$ cat src/rtl/pipe_stage_skid.sv
// pipe_stage_skid: two-entry (main + skid) registered pipeline stage between
// an instruction-fetch producer and a decode consumer. Every output comes
// straight from a flop; the skid entry absorbs the one extra beat that can
// arrive while the registered ready is still high.
// Optional feature: define PIPE_STAGE_STALL_CNT_EN to build the saturating
// back-pressure counter on stall_cnt; otherwise stall_cnt is tied to zero.
module pipe_stage_skid #(
    parameter int                 PC_W      = 32,
    parameter int                 INSTR_W   = 32,
    parameter logic [INSTR_W-1:0] NOP_INSTR = 32'h00000013
) (
    input  logic               clk,
    input  logic               reset,
    input  logic               flush,
    input  logic               if_valid_in,
    input  logic [INSTR_W-1:0] if_idata_in,
    input  logic [PC_W-1:0]    if_pc_in,
    output logic               if_ready_out,
    output logic               id_valid_out,
    output logic [INSTR_W-1:0] id_idata_out,
    output logic [PC_W-1:0]    id_pc_out,
    input  logic               id_ready_in,
    output logic [31:0]        stall_cnt
);

    logic               main_valid_r, main_valid_s;
    logic [INSTR_W-1:0] main_idata_r, main_idata_s;
    logic [PC_W-1:0]    main_pc_r,    main_pc_s;
    logic               skid_valid_r, skid_valid_s;
    logic [INSTR_W-1:0] skid_idata_r, skid_idata_s;
    logic [PC_W-1:0]    skid_pc_r,    skid_pc_s;
    logic               ready_r,      ready_s;
    logic               in_xfer_s;
    logic               main_free_s;

    // Next-state selection for both entries; skid always refills main first.
    always_comb begin
        main_valid_s = main_valid_r;
        main_idata_s = main_idata_r;
        main_pc_s    = main_pc_r;
        skid_valid_s = skid_valid_r;
        skid_idata_s = skid_idata_r;
        skid_pc_s    = skid_pc_r;
        in_xfer_s    = if_valid_in & ready_r;
        main_free_s  = ~main_valid_r | id_ready_in;
        if (flush) begin
            // Drop everything held plus any same-cycle input; a coincident
            // output transfer has already been taken by the consumer.
            main_valid_s = 1'b0;
            main_idata_s = NOP_INSTR;
            main_pc_s    = '0;
            skid_valid_s = 1'b0;
        end else if (skid_valid_r) begin
            // Input is blocked here (ready is low); only drain is possible.
            if (id_ready_in) begin
                main_valid_s = 1'b1;
                main_idata_s = skid_idata_r;
                main_pc_s    = skid_pc_r;
                skid_valid_s = 1'b0;
            end else begin
                skid_valid_s = 1'b1;
            end
        end else if (main_free_s) begin
            if (in_xfer_s) begin
                main_valid_s = 1'b1;
                main_idata_s = if_idata_in;
                main_pc_s    = if_pc_in;
            end else begin
                main_valid_s = 1'b0;
                main_idata_s = NOP_INSTR;
                main_pc_s    = '0;
            end
        end else begin
            // Main is held by back-pressure: a new beat overflows into skid.
            if (in_xfer_s) begin
                skid_valid_s = 1'b1;
                skid_idata_s = if_idata_in;
                skid_pc_s    = if_pc_in;
            end else begin
                skid_valid_s = 1'b0;
            end
        end
        ready_s = ~skid_valid_s;
    end

    // State registers for main, skid and the registered upstream ready.
    always_ff @(posedge clk) begin
        if (reset) begin
            main_valid_r <= 1'b0;
            main_idata_r <= NOP_INSTR;
            main_pc_r    <= '0;
            skid_valid_r <= 1'b0;
            skid_idata_r <= NOP_INSTR;
            skid_pc_r    <= '0;
            ready_r      <= 1'b1;
        end else begin
            main_valid_r <= main_valid_s;
            main_idata_r <= main_idata_s;
            main_pc_r    <= main_pc_s;
            skid_valid_r <= skid_valid_s;
            skid_idata_r <= skid_idata_s;
            skid_pc_r    <= skid_pc_s;
            ready_r      <= ready_s;
        end
    end

    assign if_ready_out = ready_r;
    assign id_valid_out = main_valid_r;
    assign id_idata_out = main_idata_r;
    assign id_pc_out    = main_pc_r;

`ifdef PIPE_STAGE_STALL_CNT_EN
    logic [31:0] stall_cnt_r;

    // Count cycles where a valid entry is refused downstream; saturates and
    // deliberately ignores flush so the statistic survives pipeline flushes.
    always_ff @(posedge clk) begin
        if (reset) begin
            stall_cnt_r <= 32'd0;
        end else if (main_valid_r && !id_ready_in && (stall_cnt_r != 32'hFFFFFFFF)) begin
            stall_cnt_r <= stall_cnt_r + 32'd1;
        end else begin
            stall_cnt_r <= stall_cnt_r;
        end
    end

    assign stall_cnt = stall_cnt_r;
`else
    assign stall_cnt = 32'd0;
`endif

endmodule

$ cat config.mk
export PLATFORM = sky130hd
export DESIGN_NAME = pipe_stage_skid
export DESIGN_NICKNAME = d
export VERILOG_FILES = /design/src/rtl/pipe_stage_skid.sv
export SDC_FILE = /design/constraint.sdc
export NUM_CORES = 1
export LEC_CHECK = 0
export ABC_AREA = 1
export CELL_PAD_IN_SITES_DETAIL_PLACEMENT = 0
export CELL_PAD_IN_SITES_GLOBAL_PLACEMENT = 1
export CORE_AREA = 3 3 133 135
export DETAILED_ROUTE_END_ITERATION = 12
export DIE_AREA = 0 0 136 138
export GPL_TIMING_DRIVEN = 0
export PLACE_DENSITY_LB_ADDON = 0.05
export SYNTH_ARGS = -nofsm -noshare
export SYNTH_HDL_FRONTEND = slang
export SYNTH_SLANG_ARGS = --single-unit
$ cat constraint.sdc
create_clock -name clk -period 2 [get_ports clk]
set_input_delay 0.5 -clock clk [delete_from_list [all_inputs] [get_ports clk]]
set_output_delay 0.5 -clock clk [all_outputs]
set_load 0.02 [all_outputs]
Word level (Yosys, flattened, before mapping)
Index checks and enable logic that the tools add are counted.
- equal/unequal tests: 1
- muxes and demuxes: 16
- bitwise gates (word level): 7
- reductions and logical operators: 4
- operator list (kind ; count):
    2-to-1 mux 32 bit ; 8
    2-to-1 mux 1 bit ; 8
    inverter 1 bit ; 5
    AND reduction 4 bit ; 1
    inequality test 2 bit (second input constant) ; 1
    AND reduction 2 bit ; 1
    nonzero test 2 bit ; 1
    OR reduction 2 bit ; 1
    bitwise AND 1 bit ; 1
    OR 1 bit ; 1
- register bits: 131
- bits of input ports: 69
- output and inout bits: 98
- logic and storage cells: 35

Depth between registers and ports, before layout
- word-level depth: 6
- gate-level depth with buffers: 8
- gate-level depth less buffers: 6

Worst setup path before layout
No wires, ideal clock.
- kind: input to register
- start: in reset
- end: reg main_idata_r[22], in the netlist id_idata_out[22]
- library setup time: 65 ps
- data arrival time: 1335 ps
- data required time: 1935 ps
- slack: 600 ps
- stages: 6
- path buffers: 3
- cell sequence: clkbuf_1 -> nor2_1 -> buf_4 -> buf_1 -> o21ai_0 -> nor2_1
- word-level cells in the longest chain between the ends: 1
- ends and longest elaborated chain (element ; RTL line ; source):
    start: declaration ; 13 ; input logic reset,
    OR reduction 2 bit (no line) ; n/a ;
    end signal: assignment ; 98 ; main_idata_r <= main_idata_s;
    end: declaration ; 27 ; logic [INSTR_W-1:0] main_idata_r, main_idata_s;
Every way passes these cells.
A chain may end at the register's enable or synchronous reset.

Worst setup path in the final report
- start: reg main_pc_r[30], in the netlist id_pc_out[30]
- end: out id_pc_out[30]
- RTL lines (element ; RTL line ; source):
    start: declaration ; 28 ; logic [PC_W-1:0] main_pc_r, main_pc_s;
    start signal: assignment ; 99 ; main_pc_r <= main_pc_s;
    end: declaration ; 21 ; output logic [PC_W-1:0] id_pc_out,
No word-level cell between the ends.

==> flow_metrics.env <==
export IMPL_drive_gt1_frac=0.0898
export IMPL_period_needed_ps=1880
export IMPL_async_flop_share=0
export IMPL_skew_ps=5.20
export IMPL_ant_nets=0
export IMPL_synth_edff_count=0
export IMPL_worstPathRequired_ps=1500
export IMPL_grtUsageTotal=0.174
export IMPL_critPathMaxFanout=2
export IMPL_path_cells="clkdlybuf4s50_1"
export IMPL_r2r_start="skid_valid_r"
export IMPL_fp_dieW_um=136
export IMPL_firstDrtPassIters=4
export IMPL_slowest_stage="clkdlybuf4s50_1"
export IMPL_start_util=0.349
export IMPL_crit_end="id_pc_out[30]"
export IMPL_core_um2=16600
export IMPL_final_net_count=1125
export IMPL_hold_violations=0
export IMPL_critPathLaunchType="flip-flop"
export IMPL_relSlewSlack=0.634
export IMPL_antenna_found_initial=0
export IMPL_cap_violations=0
export IMPL_io_buffers=133
export IMPL_setup_ws_ps=118
export IMPL_gp_congestion=0.747
export IMPL_yosys_most_used_dff="dfxtp_1"
export IMPL_pre_cts_ws_ps=-222
export IMPL_area_growth_pct=41.3
export IMPL_synth_area_per_cell_um2=6.62
export IMPL_htree_levels=4
export IMPL_cts_tree="built"
export IMPL_placed_area_um2=7500
export IMPL_rsz0062_at_grt="no"
export IMPL_ys_types=22
export IMPL_grt_pass1_vias=5161
export IMPL_ir_worst_vdd_uv=588
export IMPL_drt_total_wl_um=16400
export IMPL_mostFrequentLayoutCells="nand2_1, nor2_1, dfxtp_1, clkdlybuf4s50_1, inv_1"
export IMPL_fmax_mhz=531
export IMPL_cts_repair_resized=0
export IMPL_hpwl_um=11500
export IMPL_final_common_cell="nand2_1"
export IMPL_post_drt_wl_per_cell_um=12.7
export IMPL_ys_seq_elements=131
export IMPL_grt_pass1_wl_um=26100
export IMPL_power_density_nw_per_um2=844
export IMPL_cts_sink_count=131
export IMPL_postCtsSetupRepairBufs=0
export IMPL_synthCells=873
export IMPL_leakage_nw=3.78
export IMPL_yosysWarningCount=0
export IMPL_worstSetupPathType="flip-flop to output port"
export IMPL_drv_slew=0
export IMPL_r2r_cells=8
export IMPL_grt_max_degree=17
export IMPL_endpoint_kind="output port"
export IMPL_r2r_slack_ps=340
export IMPL_final_cell_area_um2=8170
export IMPL_arrival_ps=1380
export IMPL_multi_input_area_um2=2520
export IMPL_fp_dieH_um=138
export IMPL_cts_root_buf="clkbuf_16"
export IMPL_setup_violations_final=0
export IMPL_min_period_over_period=0.941
export IMPL_min_path_cells=2
export IMPL_ctsHoldBuffers=0
export IMPL_cts_clk_slew_worst_paths_ps=60
export IMPL_rr_endpoint="skid_idata_r[31]"
export IMPL_num_rows=47
export IMPL_hp_start="skid_idata_r[0]"
export IMPL_drc=0
export IMPL_hold_path_class="flip-flop to flip-flop"
export IMPL_slowest_delay_ps=620
export IMPL_path_buf_inv=1
export IMPL_io_pins=167
export IMPL_startpoint="id_pc_out[30]"
export IMPL_cts_buffers_inserted=17
export IMPL_avgViaCountPerCell=4.30
export IMPL_ys_seq_area_frac=0.454
export IMPL_clk_path_buf_depth=2
export IMPL_grt_overflow_total=0
export IMPL_vias=5543
export IMPL_regArea_um2=2620
export IMPL_die_area_um2=18800
export IMPL_insertion_delay_ps=410
export IMPL_n_fill_cell=1753
export IMPL_crit_family="buffers and inverters"
export IMPL_worstMarginPinSlew_ps=549
export IMPL_syn_area_um2=5780
export IMPL_drt_iter0_drc=240
export IMPL_status="complete, no violations"
export IMPL_path_depth=1
synthesized netlist by cell type, types with 2 or more instances:
library cell | n | area, µm²
nor2_1 | 185 | 694
buf_1 | 7 | 26.3
buf_2 | 21 | 105
dfxtp_1 | 131 | 2620
inv_1 | 69 | 259
inv_2 | 2 | 7.51
o211ai_1 | 3 | 22.5
nand3_1 | 4 | 20.0
o21ai_0 | 61 | 305
clkbuf_1 | 21 | 78.8
o21ai_1 | 4 | 20.0
buf_4 | 36 | 270
nand2_1 | 257 | 965
or2_2 | 3 | 18.8
a21oi_1 | 62 | 310
final cells by class:
| type | count | area share |
|---|---|---|
| Clock inverter | 8 | 0.0178 |
| Tap cell | 220 | 0.0337 |
| Clock buffer | 24 | 0.0626 |
| Buffer | 85 | 0.0588 |
| Multi-Input combinational cell | 616 | 0.309 |
| Sequential cell | 131 | 0.321 |
| Inverter | 72 | 0.0331 |
| Antenna cell | 1 | 0.000306 |
| Timing Repair Buffer | 133 | 0.164 |
report_power, final:
| part | total [mW] | internal [mW] | switching [mW] |
|---|---|---|---|
| combinational | 0.752 | 0.345 | 0.407 |
| sequential | 2.70 | 2.67 | 0.0294 |
| clock | 3.44 | 2.28 | 1.15 |
through the flow:
stage / total power [mW] / cells / util / hold slack, ps / setup TNS (ps)
6_report: 6.89 / 1290 / 0.493 / 451 / 0
2_1_floorplan: 3.18 / 904 / - / 421 / 0
5_1_grt: 7.17 / 1289 / 0.492 / 475 / 0
3_3_place_gp: 3.52 / 1257 / 0.453 / 431 / -20140
3_5_place_dp: 3.52 / 1257 / 0.453 / 439 / -17320
4_1_cts: 6.97 / 1289 / 0.492 / 452 / 0
registers in the layout (all words and copies together) (netlist names):
name,flops
id_idata_out,32
skid_pc_r,32
id_pc_out,32
id_valid_out,1
skid_valid_r,1
if_ready_out,1
skid_idata_r,32
layer usage:
metal	GRT usage	wire [µm]	share of wire
met5	0	0	0
met1	0.230	7570	0.46
met3	0.0512	956	0.058
met2	0.279	7740	0.47
met4	0.0430	125	0.0076
how the worst min path moves through the flow:
stage	end	slack [ps]
6_report	skid_idata_r[0]	450
5_1_grt	skid_idata_r[10]	480
4_1_cts	skid_idata_r[0]	450
3_5_place_dp	skid_idata_r[1]	440
3_3_place_gp	skid_idata_r[1]	430
2_1_floorplan	skid_idata_r[0]	420
cells by family after synthesis:
| group | share of synthesized area |
|---|---|
| AOI/OAI and AO/OA | 0.116 |
| and+or+nand+nor | 0.300 |
| other | 0.000649 |
| DFF | 0.454 |
| buffers and inverters | 0.130 |
Power figures use the tool's default switching activity.
